[config.mk]
export PLATFORM = sky130hd
export DESIGN_NAME = cp0
export DESIGN_NICKNAME = d
export VERILOG_FILES = /design/src/rtl/cp0_pkg.sv /design/src/rtl/cp0_exc_encoder.sv /design/src/rtl/cp0.sv
export SDC_FILE = /design/constraint.sdc
export NUM_CORES = 1
export LEC_CHECK = 0
export CAP_MARGIN = 20
export CORE_MARGIN = 10
export CORE_UTILIZATION = 35
export DETAILED_ROUTE_END_ITERATION = 8
export PLACE_DENSITY_LB_ADDON = 0.2
export SLEW_MARGIN = 40
export SYNTH_ARGS = -nofsm -noshare
export SYNTH_HDL_FRONTEND = slang
export SYNTH_HIERARCHICAL = 1
export SYNTH_SLANG_ARGS = --single-unit
export TNS_END_PERCENT = 30
[constraint.sdc]
create_clock -name clk -period 1.65 [get_ports clk]
set_clock_uncertainty 0.2 [all_clocks]
set_input_delay 0.33 -clock clk [delete_from_list [all_inputs] [get_ports clk]]
set_output_delay 0.33 -clock clk [all_outputs]
set_load 0.01 [all_outputs]
[src/rtl/cp0_pkg.sv]
// Shared constants and types for coprocessor 0: register numbers, ExcCodes,
// the Status reset value and the exception-source bit positions.
package cp0_pkg;

   localparam int unsigned DATA_W = 32;
   localparam int unsigned REG_W  = 5;
   localparam int unsigned EXC_W  = 5;
   localparam int unsigned SIG_W  = 4;

   localparam logic [REG_W-1:0] REG_STATUS = 5'd12;
   localparam logic [REG_W-1:0] REG_CAUSE  = 5'd13;
   localparam logic [REG_W-1:0] REG_EPC    = 5'd14;

   localparam logic [EXC_W-1:0] EXC_INT    = 5'd0;
   localparam logic [EXC_W-1:0] EXC_SYS    = 5'd8;
   localparam logic [EXC_W-1:0] EXC_UNIMPL = 5'd10;
   localparam logic [EXC_W-1:0] EXC_OVF    = 5'd12;

   localparam logic [DATA_W-1:0] STATUS_RST = 32'h0000_000F;

   localparam int unsigned SIG_INT    = 0;
   localparam int unsigned SIG_SYS    = 1;
   localparam int unsigned SIG_UNIMPL = 2;
   localparam int unsigned SIG_OVF    = 3;

   typedef struct packed {
      logic             valid;
      logic [EXC_W-1:0] code;
   } exc_t;

endpackage

[src/rtl/cp0_exc_encoder.sv]
// Priority encoder from exception sources to an ExcCode: Ovf > Unimpl > Sys > INT.
module cp0_exc_encoder
   import cp0_pkg::*;
(
   input  logic [SIG_W-1:0] signal_i,
   output exc_t             exc_c
);

   always_comb begin
      exc_c.valid = |signal_i;
      exc_c.code  = EXC_INT;
      if (signal_i[SIG_OVF])         exc_c.code = EXC_OVF;
      else if (signal_i[SIG_UNIMPL]) exc_c.code = EXC_UNIMPL;
      else if (signal_i[SIG_SYS])    exc_c.code = EXC_SYS;
      else                           exc_c.code = EXC_INT;
   end

endmodule

[src/rtl/cp0.sv]
// Coprocessor 0: Status/Cause/EPC with exception entry, eret, mtc0 and mfc0.
// Optional WB-to-ID write bypass on CPRD when CP0_BYPASS_EN is defined.
module cp0
   import cp0_pkg::*;
(
   input  logic              clk,
   input  logic              rst,
   input  logic [SIG_W-1:0]  Signal,
   input  logic [REG_W-1:0]  CPRA,
   input  logic              CPWr,
   input  logic [2:0]        PCSrc,
   input  logic [DATA_W-1:0] CPWD,
   input  logic [DATA_W-1:0] EPCIn,
   input  logic [REG_W-1:0]  CPWA,
   output logic [DATA_W-1:0] CPRD,
   output logic [DATA_W-1:0] EPCOut,
   output logic [DATA_W-1:0] StatusOut,
   output logic [DATA_W-1:0] CauseOut,
   input  logic              PCWr,
   input  logic              EPCWr,
   input  logic              eret
);

   logic [DATA_W-1:0] status_q, status_d;
   logic [DATA_W-1:0] epc_q, epc_d;
   logic [EXC_W-1:0]  exc_q, exc_d;
   logic              entry_c;
   exc_t              exc_c;
   logic              unused_pcsrc;

   assign unused_pcsrc = ^PCSrc;

   cp0_exc_encoder u_enc (
      .signal_i (Signal),
      .exc_c    (exc_c)
   );

   assign entry_c = EPCWr & PCWr;

   // Exception entry wins outright; otherwise mtc0 applies, then eret restores enables.
   always_comb begin
      status_d = status_q;
      epc_d    = epc_q;
      exc_d    = exc_q;
      if (entry_c) begin
         epc_d         = EPCIn;
         status_d[7:4] = status_q[3:0];
         status_d[3:0] = 4'b0000;
         if (exc_c.valid) exc_d = exc_c.code;
      end else begin
         if (CPWr) begin
            case (CPWA)
               REG_STATUS: status_d = CPWD;
               REG_EPC:    epc_d    = CPWD;
               default:    ;
            endcase
         end
         if (eret) status_d[3:0] = status_q[7:4];
      end
   end

   always_ff @(posedge clk) begin
      if (rst) begin
         status_q <= STATUS_RST;
         epc_q    <= '0;
         exc_q    <= EXC_INT;
      end else begin
         status_q <= status_d;
         epc_q    <= epc_d;
         exc_q    <= exc_d;
      end
   end

   assign StatusOut = status_q;
   assign EPCOut    = epc_q;
   assign CauseOut  = {25'b0, exc_q, 2'b00};

   always_comb begin
      CPRD = '0;
      case (CPRA)
         REG_STATUS: CPRD = StatusOut;
         REG_CAUSE:  CPRD = CauseOut;
         REG_EPC:    CPRD = EPCOut;
         default:    CPRD = '0;
      endcase
`ifdef CP0_BYPASS_EN
      if (CPWr && (CPWA == CPRA) && ((CPWA == REG_STATUS) || (CPWA == REG_EPC)))
         CPRD = CPWD;
`endif
   end

endmodule

* Yosys cells after proc, flatten, opt, wreduce, memory -nomap -nowiden
Index checks and enable logic that the tools add are counted.
** Storage, ports and cells
- Bits of input ports :: 87
- Flip-flop bits (word level) :: 69
- Word-level logic and storage cells :: 34
- Output and inout bits :: 128
** Cells by class
- Equality and inequality tests :: 5
- Bitwise operators :: 2
- Reduce and logical (&&, ||, !) cells :: 11
- Multiplexer cells :: 11
** Operators by type and width (number)
- 32-bit 2-to-1 mux :: 3
- 32-bit one-hot mux with 3 select lines :: 1
- 5-bit by 4-bit equality test with 1-bit output (second input constant) :: 5
- 8-bit 2-to-1 mux :: 3
- 5-bit 2-to-1 mux :: 2
- 4-bit 2-to-1 mux :: 2
- 2-bit AND reduction :: 4
- 2-bit nonzero test :: 3
- 3-bit nonzero test :: 2
- 4-bit OR reduction :: 1
- 3-bit AND reduction :: 1
- 1-bit AND :: 1
- 1-bit inverter :: 1

* Longest topological paths before layout
Gate-level depths: netlist of run 1.
- Depth in word-level cells :: 5
- Depth in mapped cells :: 6
- Depth with buffers taken out :: 4

* Cells and area by module
The synthesis of run 1 kept the hierarchy.
** By module, submodules not included
- cp0 :: times used 1, area an instance 3842.4 um^2, cells an instance 443, seq. area each 1381.3 um^2
- cp0_exc_encoder :: times used 1, area an instance 46.3 um^2, cells an instance 7, seq. area each 0.0 um^2

* Worst setup path before layout of run 1
No wires, ideal clock.
- Path type :: input -> output
- Start :: input CPRA[0]
- End :: output CPRD[10]
- Path buffers :: 2
- Required time :: 1.120 ns
- Stages on the path :: 4
- Data arrival time :: 1.322 ns
- Setup slack :: -0.202 ns
- Cell sequence :: buf_4 > nor4_4 > buf_4 > a22o_1
** Between the ends
- Longest elaborated chain between the ends :: 2
- Elaborated cells between the ends (all ways) :: 4
- Classes of those cells :: eq/ne: 3; mux: 1
** RTL lines
- start, declared :: line cp0.sv:9 : input logic [REG_W-1:0] CPRA,
- 5-bit by 4-bit equality test with 1-bit output :: line cp0.sv:80 : case (CPRA)
- 32-bit one-hot mux with 3 select lines * :: line cp0.sv:80
- end, declared :: line cp0.sv:15 : output logic [DATA_W-1:0] CPRD,
Mark *: on every way between the ends. The rest lies on a longest branch, timed or not.

* Final worst setup path of run 1
- Start :: input CPRA[3]
- End :: output CPRD[7]
The elaborated chain is that of the path after synthesis.

==> results of run 1 <==
==> path summary, 6_finish.rpt <==
| kind | start | to | cells past startpoint |
|---|---|---|---|
| setup / recovery | CPRA[3] | CPRD[7] | 10 |
| hold / removal | StatusOut[16] | StatusOut[16] | 2 |
| setup reg to reg | StatusOut[2] | StatusOut[2] | 3 |
| hold reg to reg | StatusOut[16] | StatusOut[16] | 2 |
==> power groups by stage <==
stage	registers, mW	logic (mW)	clock network, mW
floorplan	1.87	0.360	0
global placement	1.85	0.903	0
detailed placement	1.85	0.921	0
CTS	1.81	0.909	1.55
global route	1.82	0.998	1.63
finish	1.81	0.925	1.54
==> flip-flops by register name (all words and copies together) (netlist names) <==
register	cells
EPCOut	32
StatusOut	32
exc_q	5
==> cell usage in the layout, fill, tap and decap left out, types with 5 or more instances in the layout <==
cell	n
dfxtp_1	65
buf_2	33
buf_12	12
nor2_1	40
mux2i_1	29
buf_6	13
clkdlybuf4s50_1	73
clkdlybuf4s15_1	9
a311oi_1	31
a211oi_1	8
o21ai_0	32
dlygate4sd2_1	58
o2bb2ai_2	5
nand2_1	5
a21oi_1	7
clkbuf_8	9
a22o_1	27
nand3_1	37
nand2b_1	53
conb_1	29
buf_4	52
clkbuf_2	5
==> layer usage <==
layer  GRT usage (%)  up-vias  part of all wire [%]
li1                -     2039                     -
met1            25.2     2074                    43
met2            33.5      205                    47
met3            7.10       22                   7.7
met4            7.93        0                   2.5
met5               0        -                     0
==> per-stage QoR <==
| step | setup TNS (ns) | power (mW) |
|---|---|---|
| after global placement | -60.53 | 2.75 |
| after detailed placement | -63.57 | 2.77 |
| after floorplan | -2.63 | 2.23 |
| after global routing | -12.81 | 4.45 |
| final | -9.78 | 4.28 |
| after CTS | -11.09 | 4.27 |
==> kinds of logic (layout without fill, tap and decap cells) <==
| kind of cell | after synthesis | after routing | synth area share, % |
|---|---|---|---|
| buffers and inverters | 74 | 277 | 12.0 |
| flip-flops | 69 | 69 | 35.5 |
| AND/OR/NAND/NOR | 155 | 155 | 21.6 |
| AO/OA/AOI/OAI | 121 | 121 | 23.2 |
| multiplexers | 29 | 29 | 7.46 |
| other | 2 | 29 | 0.193 |
==> cell type report <==
cell class                      count  area (sq um)  area share, %
Tap cell                          140           175           2.71
Sequential cell                    69          1390           21.4
Clock buffer                       10           128           1.97
Clock inverter                      6          87.6           1.36
Multi-Input combinational cell    334          2250           34.9
Timing Repair Buffer              261          2430           37.6
==> critical path: cells and delay by family <==
kind / cells / cell delay, ns
buffers and inverters: 7 / 0.78
AND/OR/NAND/NOR: 2 / 0.24
AO/OA/AOI/OAI: 1 / 0.13
==> what timing repair did <==
item / in CTS / in global routing
gates cloned: 5 / 0
pin swaps: 10 / 16
hold buffers: 0 / 0
gates resized for setup: 255 / 34
buffers inserted: 12 / 0
setup endpoints to repair: 164 / 98
==> impl_metrics.env, run 1 <==
export IMPL_power_switching_mw=1.19
export IMPL_path_clk_slew_ns=0.09
export IMPL_reg2reg_slack_ns=0.30
export IMPL_dpl_worst_slack_ns=-1.09
export IMPL_min_period_ns=2.02
export IMPL_yosysMostFrequentCell="dfxtp_1"
export IMPL_syn2layout_area_growth_pct=66.2
export IMPL_ys_seq_elements=69
export IMPL_cts_root_buf="clkbuf_8"
export IMPL_grt_pass1_wl_um=26600
export IMPL_cts_max_path_buffers=2
export IMPL_synth_edf_count=0
export IMPL_syn_cell_area_sq_mm=0.00389
export IMPL_stdcell_count=820
export IMPL_die_w_um=125
export IMPL_finalMaxSlewViolations=0
export IMPL_cts_tree="built"
export IMPL_critPathSlowestCell="nor4_4"
export IMPL_synthDistinctLibCells=32
export IMPL_grt_pass1_vias=4661
export IMPL_cap_violations=0
export IMPL_clkPwrFrac_pct=36.0
export IMPL_synth_top_area_cell="dfxtp_1"
export IMPL_drtIter0Drc=323
export IMPL_comb_power_share_pct=21.6
export IMPL_peakVddDrop_mv=0.458
export IMPL_hp_class="reg -> reg"
export IMPL_ys_warn_count=6
export IMPL_numCtsBuffers=9
export IMPL_gp_congestion=0.839
export IMPL_final_period_utilization_pct=122
export IMPL_coreArea_sq_mm=0.0108
export IMPL_grt_max_degree=42
export IMPL_max_freq_ghz=0.496
export IMPL_max_stage_delay_ns=0.18
export IMPL_drive_gt1_share_pct=24.1
export IMPL_powerDensity_mw_per_mm2=662
export IMPL_grt_overflow=0
export IMPL_nNetsFinal=762
export IMPL_synth_top_cell_area_share_pct=35.5
export IMPL_fill_cells=1006
export IMPL_initial_core_util_pct=35.9
export IMPL_routed_wl_um=17200
export IMPL_routedWlPerCell_um=21.0
export IMPL_grt_setup_unrepaired="true"
export IMPL_fin_util_pct=59.6
export IMPL_drcViolationCount=0
export IMPL_dp_hpwl_um=11800
export IMPL_firstDrtPassIters=4
export IMPL_dp_cells=788
export IMPL_status="finished, violations left"
export IMPL_hold_viol=0
export IMPL_io_buffers=184
export IMPL_diodes=0
export IMPL_p_sw_share_pct=27.8
export IMPL_die_h_um=125
export IMPL_syn_instance_count=450
export IMPL_slew_headroom_pct=66.3
export IMPL_clk_latency_ns=0.34
export IMPL_synthTopCellsByCount="dfxtp_1, nand2b_1, nor2_1"
export IMPL_placed_area_sq_mm=0.00610
export IMPL_grt_usage_pct=20.8
export IMPL_crit_chain="buf_6 -> nand2_4 -> buf_6 -> nor4_4 -> buf_6 -> buf_12 -> buf_12 -> buf_6 -> a22o_1 -> buf_6"
export IMPL_cp_max_fo=3
export IMPL_vias=4340
export IMPL_crit_top_cell="buf_6"
export IMPL_syn_avg_cell_area_sq_um=8.64
export IMPL_worstMarginPinSlew_ns=0.505
export IMPL_violations="negative setup slack"
export IMPL_clock_sinks=69
export IMPL_power_frac_seq_pct=42.3
export IMPL_io_pin_count=215
export IMPL_antenna_found_initial=0
export IMPL_crit_type="in -> out"
export IMPL_htreeDepth=3
export IMPL_synthArstFlopShare_pct=0
export IMPL_whs_ns=0.294
export IMPL_die_area_sq_mm=0.0157
export IMPL_fin_area_sq_mm=0.00646
export IMPL_synth_flop_cell="dfxtp_1"
export IMPL_endpoint_kind="output port"
export IMPL_cp_data_arrival_time_ns=1.49
export IMPL_setup_viol=34
export IMPL_netlist_top_cells_area="dfxtp_1, nand2b_1, mux2i_1"
export IMPL_rows=38
export IMPL_cp_required_ns=1.12
export IMPL_fin_ws_ns=-0.368
export IMPL_p_leak_nw=2.77
export IMPL_yosysSeqAreaShare_pct=35.5
export IMPL_critPathLaunchType="input port"
export IMPL_postRouteAntennaNets=0
export IMPL_via_per_inst=5.29
export IMPL_p_int_mw=3.09
(Power assumes the default switching activity.)
==> inputs of run 2 (changes only) <==
SKIP_CTS_REPAIR_TIMING = 1   (was not set)
==> run 2 against run 1 <==
Cell count did not move. Sequential power barely moved. Critical path type unchanged. The flow still finishes with violations (negative setup slack). Via count fell by 0.30%.
==> impl_metrics.env, run 2 (synthesized netlist as in run 1, its figures left out) <==
export IMPL_status="finished, violations left"
export IMPL_violations="negative setup slack"
export IMPL_cp_max_fo=7
export IMPL_crit_type="in -> out"
export IMPL_finalSetupTns_ns=-10.79
export IMPL_reg2reg_slack_ns=0.38
export IMPL_fin_ws_ns=-0.386
export IMPL_antenna_found_initial=0
export IMPL_final_period_utilization_pct=123
export IMPL_cts_tree="built"
export IMPL_hold_viol=0
export IMPL_die_w_um=125
export IMPL_htreeDepth=3
export IMPL_clk_latency_ns=0.34
export IMPL_die_h_um=125
export IMPL_drcViolationCount=0
export IMPL_vias=4327
export IMPL_drtIter0Drc=353
export IMPL_worstMarginPinSlew_ns=0.546
export IMPL_peakVddDrop_mv=0.460
export IMPL_powerDensity_mw_per_mm2=639
export IMPL_slew_headroom_pct=63.6
export IMPL_via_per_inst=5.28
export IMPL_fin_area_sq_mm=0.00675
export IMPL_syn2layout_area_growth_pct=73.6
export IMPL_max_freq_ghz=0.491
export IMPL_firstDrtPassIters=4
export IMPL_min_period_ns=2.04
export IMPL_hp_class="reg -> reg"
export IMPL_critPathLaunchType="input port"
export IMPL_cts_max_path_buffers=2
export IMPL_cp_data_arrival_time_ns=1.51
export IMPL_dp_cells=788
export IMPL_finalMaxSlewViolations=0
export IMPL_initial_core_util_pct=35.9
export IMPL_grt_setup_unrepaired="true"
export IMPL_setup_viol=34
export IMPL_grt_max_degree=42
export IMPL_coreArea_sq_mm=0.0108
export IMPL_placed_area_sq_mm=0.00610
export IMPL_die_area_sq_mm=0.0157
export IMPL_fill_cells=965
export IMPL_grt_pass1_wl_um=24500
export IMPL_p_leak_nw=3.65
export IMPL_whs_ns=0.296
export IMPL_routedWlPerCell_um=21.0
export IMPL_stdcell_count=820
export IMPL_final_common_cell="clkdlybuf4s50_1"
export IMPL_path_clk_slew_ns=0.09
export IMPL_power_total_mw=4.31
export IMPL_cap_violations=0
export IMPL_clock_sinks=69
export IMPL_drive_gt1_share_pct=23.2
export IMPL_grt_overflow=0
export IMPL_most_common_layout_cells="clkdlybuf4s50_1, dlymetal6s2s_1, dfxtp_1"
export IMPL_numCtsBuffers=9
export IMPL_postRouteAntennaNets=0
export IMPL_dp_hpwl_um=11800
export IMPL_cts_root_buf="clkbuf_8"
export IMPL_grt_pass1_vias=4488
export IMPL_gp_congestion=0.839
export IMPL_rows=38
export IMPL_grt_usage_pct=18.9
export IMPL_nNetsFinal=762
export IMPL_cp_required_ns=1.12
export IMPL_dpl_worst_slack_ns=-1.09
export IMPL_routed_wl_um=17200
export IMPL_io_pin_count=215
export IMPL_fin_util_pct=62.3
export IMPL_diodes=0
export IMPL_io_buffers=184
export IMPL_endpoint_kind="output port"
## run 2: cell type report
type                       instances  area, sq um  area share [%]
multi-input combinational        334         2290            33.9
timing repair buffer             261         2690            39.8
clock inverter                     6         87.6            1.30
tap                              140          175            2.59
sequential                        69         1390            20.5
clock buffer                      10          128            1.89
## run 2: worst paths after layout
check	start	end	cells past startpoint
max	CPRA[2]	CPRD[27]	7
min	StatusOut[16]	StatusOut[16]	2
max reg2reg	StatusOut[2]	StatusOut[2]	3
min reg2reg	StatusOut[16]	StatusOut[16]	2
## run 2: power by group
part	switching, mW	internal [mW]	leakage [nW]	total (mW)
Sequential	0.0655	1.75	0.566	1.81
Combinational	0.439	0.522	2.97	0.960
Clock	0.687	0.853	0.110	1.54
Total	1.19	3.12	3.65	4.31
## run 2: per-layer routing
metal | share of wire (%) | wire [um] | global-route usage, % | vias to the layer above
met5 | 0 | 0 | 0 | -
met4 | 2.6 | 454 | 5.83 | 0
met3 | 8.5 | 1460 | 7.06 | 32
met2 | 47 | 8030 | 31.2 | 211
met1 | 42 | 7290 | 22.2 | 2044
li1 | - | - | - | 2040
## run 2: critical path, stage by stage
cell and delay [ns]:
buf_6 0.08, nand2_4 0.06, nor4_4 0.38, buf_4 0.22
clkbuf_16 0.17, a22o_1 0.14, buf_2 0.13
==> inputs of run 3 (changes only) <==
ABC_AREA = 1   (was not set)
CORE_UTILIZATION = 36   (was 35)
==> run 3 against run 2 <==
The run still ends with negative setup slack left. Global-route usage shrank 0.46 points. Final area grew 4.6%. Register-to-register slack gained 0.12 ns. Worst hold slack gained 0.016 ns. Critical path type unchanged. Critical path depth grew 2. Sequential power is essentially flat.
==> impl_metrics.env, run 3 <==
export IMPL_clk_latency_ns=0.32
export IMPL_clock_sinks=69
export IMPL_critPathLaunchType="input port"
export IMPL_hold_depth=2
export IMPL_antenna_found_initial=0
export IMPL_synthTopCellsByCount="nand2_1, nor2_1, dfxtp_1"
export IMPL_yosysSeqAreaShare_pct=33.5
export IMPL_via_per_inst=4.88
export IMPL_regToRegEndpoint="StatusOut[4]"
export IMPL_placed_area_sq_mm=0.00636
export IMPL_min_period_ns=1.84
export IMPL_whs_ns=0.312
export IMPL_firstDrtPassIters=5
export IMPL_crit_type="in -> out"
export IMPL_netlist_top_cells_area="dfxtp_1, nand2_1, nor2_1"
export IMPL_grt_max_degree=72
export IMPL_grt_pass1_wl_um=24800
export IMPL_coreArea_sq_mm=0.0110
export IMPL_critPathSlowestCell="nor2_4"
export IMPL_status="finished, violations left"
export IMPL_vias=4974
export IMPL_synth_top_cell_area_share_pct=33.5
export IMPL_gp_congestion=0.920
export IMPL_routed_wl_um=16600
export IMPL_rows=38
export IMPL_initial_core_util_pct=37.3
export IMPL_hold_start="StatusOut[16]"
export IMPL_crit_chain="buf_6 -> nand2_4 -> nor2_4 -> nand3_4 -> inv_8 -> buf_12 -> nand2_1 -> o21ai_1 -> buf_2"
export IMPL_syn_cell_area_sq_mm=0.00412
export IMPL_nNetsFinal=962
export IMPL_critPathTopFamily="buffers and inverters"
export IMPL_cts_tree="built"
export IMPL_syn_avg_cell_area_sq_um=6.16
export IMPL_synthArstFlopShare_pct=0
export IMPL_most_common_layout_cells="nand2_1, nor2_1, clkdlybuf4s50_1"
export IMPL_final_period_utilization_pct=112
export IMPL_max_freq_ghz=0.543
export IMPL_io_buffers=184
export IMPL_diodes=0
export IMPL_dp_cells=999
export IMPL_synth_top_area_cell="dfxtp_1"
export IMPL_crit_cells=9
export IMPL_endpoint_kind="output port"
export IMPL_dpl_worst_slack_ns=-1.09
export IMPL_r2r_start="StatusOut[0]"
export IMPL_peakVddDrop_mv=0.570
export IMPL_reg2reg_depth=5
export IMPL_cts_max_path_buffers=2
export IMPL_synth_edf_count=0
export IMPL_reg2reg_slack_ns=0.50
export IMPL_fin_area_sq_mm=0.00706
export IMPL_yosysMostFrequentCell="nand2_1"
export IMPL_drtIter0Drc=322
export IMPL_cp_max_fo=6
export IMPL_p_leak_nw=4.35
export IMPL_cp_data_arrival_time_ns=1.31
export IMPL_violations="negative setup slack"
export IMPL_finalMaxSlewViolations=0
export IMPL_fill_cells=989
export IMPL_powerDensity_mw_per_mm2=662
export IMPL_postRouteAntennaNets=0
export IMPL_grt_usage_pct=18.4
export IMPL_cap_violations=0
export IMPL_routedWlPerCell_um=16.3
export IMPL_io_pin_count=215
export IMPL_syn_instance_count=669
export IMPL_ys_seq_elements=69
export IMPL_die_area_sq_mm=0.0161
export IMPL_path_clk_slew_ns=0.06
export IMPL_htreeDepth=3
export IMPL_die_w_um=127
export IMPL_worst_path_buf_inv=4
export IMPL_setup_viol=33
export IMPL_grt_setup_unrepaired="true"
export IMPL_grt_overflow=0
export IMPL_final_common_cell="nand2_1"
export IMPL_max_stage_delay_ns=0.15
export IMPL_numCtsBuffers=9
export IMPL_hp_class="reg -> reg"
export IMPL_syn2layout_area_growth_pct=71.4
export IMPL_synthDistinctLibCells=22
export IMPL_grt_pass1_vias=4819
export IMPL_die_h_um=127
export IMPL_whs_endpoint="StatusOut[16]"
export IMPL_stdcell_count=1020
export IMPL_ys_warn_count=6
export IMPL_cp_required_ns=1.12
export IMPL_synth_flop_cell="dfxtp_1"
export IMPL_fin_ws_ns=-0.191
export IMPL_drive_gt1_share_pct=21.8
export IMPL_cts_root_buf="clkbuf_16"
export IMPL_drcViolationCount=0
export IMPL_dp_hpwl_um=12100
export IMPL_hold_viol=0
## run 3: changes by cell type in the layout (fill, tap and decap cells not counted), sizes merged, moves of 28 or more
cell,delta
mux2i,-29
nor2,+60
a21oi,+32
a311oi,-32
nand2b,-53
nand2,+157
inv,+72
nand4,+28
## run 3: routing by layer
layer	track usage, %	part of all wire [%]	vias up
li1	-	-	2496
met2	31.4	51	188
met4	5.16	1.6	0
met3	5.66	8.3	23
met5	0	0	-
met1	21.7	40	2267
## run 3: where the power goes
group / internal, mW / total [mW] / switching [mW]
combinational: 0.547 / 1.09 / 0.539
sequential: 1.75 / 1.81 / 0.0538
clock: 1.02 / 1.78 / 0.758
## run 3: cells by family (layout without fill, tap and decap cells)
| logic type | Yosys count | count (layout) | synth area share [%] |
|---|---|---|---|
| AO/OA/AOI/OAI | 98 | 98 | 12.0 |
| buffers and inverters | 144 | 328 | 17.1 |
| flip-flops | 69 | 69 | 33.5 |
| other | 2 | 29 | 0.182 |
| AND/OR/NAND/NOR | 356 | 356 | 37.2 |
## run 3: how the worst max path moves through the flow
stage	from	end	slack [ns]
5_1_grt	CPRA[2]	CPRD[22]	-0.25
3_3_place_gp	CPRA[3]	CPRD[30]	-0.99
4_1_cts	CPRA[2]	CPRD[22]	-1.10
3_5_place_dp	CPRA[2]	CPRD[22]	-1.09
2_1_floorplan	CPRA[3]	CPRD[11]	-0.07
6_report	CPRA[2]	CPRD[22]	-0.19
## run 3: per-stage QoR
step,TNS [ns],utilization (%),total power [mW]
after global placement,-44.47,57.6,2.88
after CTS,-43.41,60.1,4.67
after detailed placement,-48.06,57.6,2.90
after floorplan,-1.23,-,2.34
after global routing,-6.59,64.0,4.91
final,-4.82,64.0,4.67
## run 3: worst reg2reg max path: stages, from the launching register on
cell and delay (ns):
dfxtp_1 0.33, inv_1 0.08, buf_4 0.13, o21ai_0 0.14
nand2_1 0.07, a21oi_1 0.13
## run 3: layout make-up
type,instances,area [sq um],area share [%]
repair buffers,241,2550,36.1
multi-input cells,483,2400,34.0
flip-flops and latches,69,1390,19.7
inverters,71,277,3.92
clock buffers,9,225,3.19
well taps,140,175,2.48
clock inverters,7,48.8,0.691
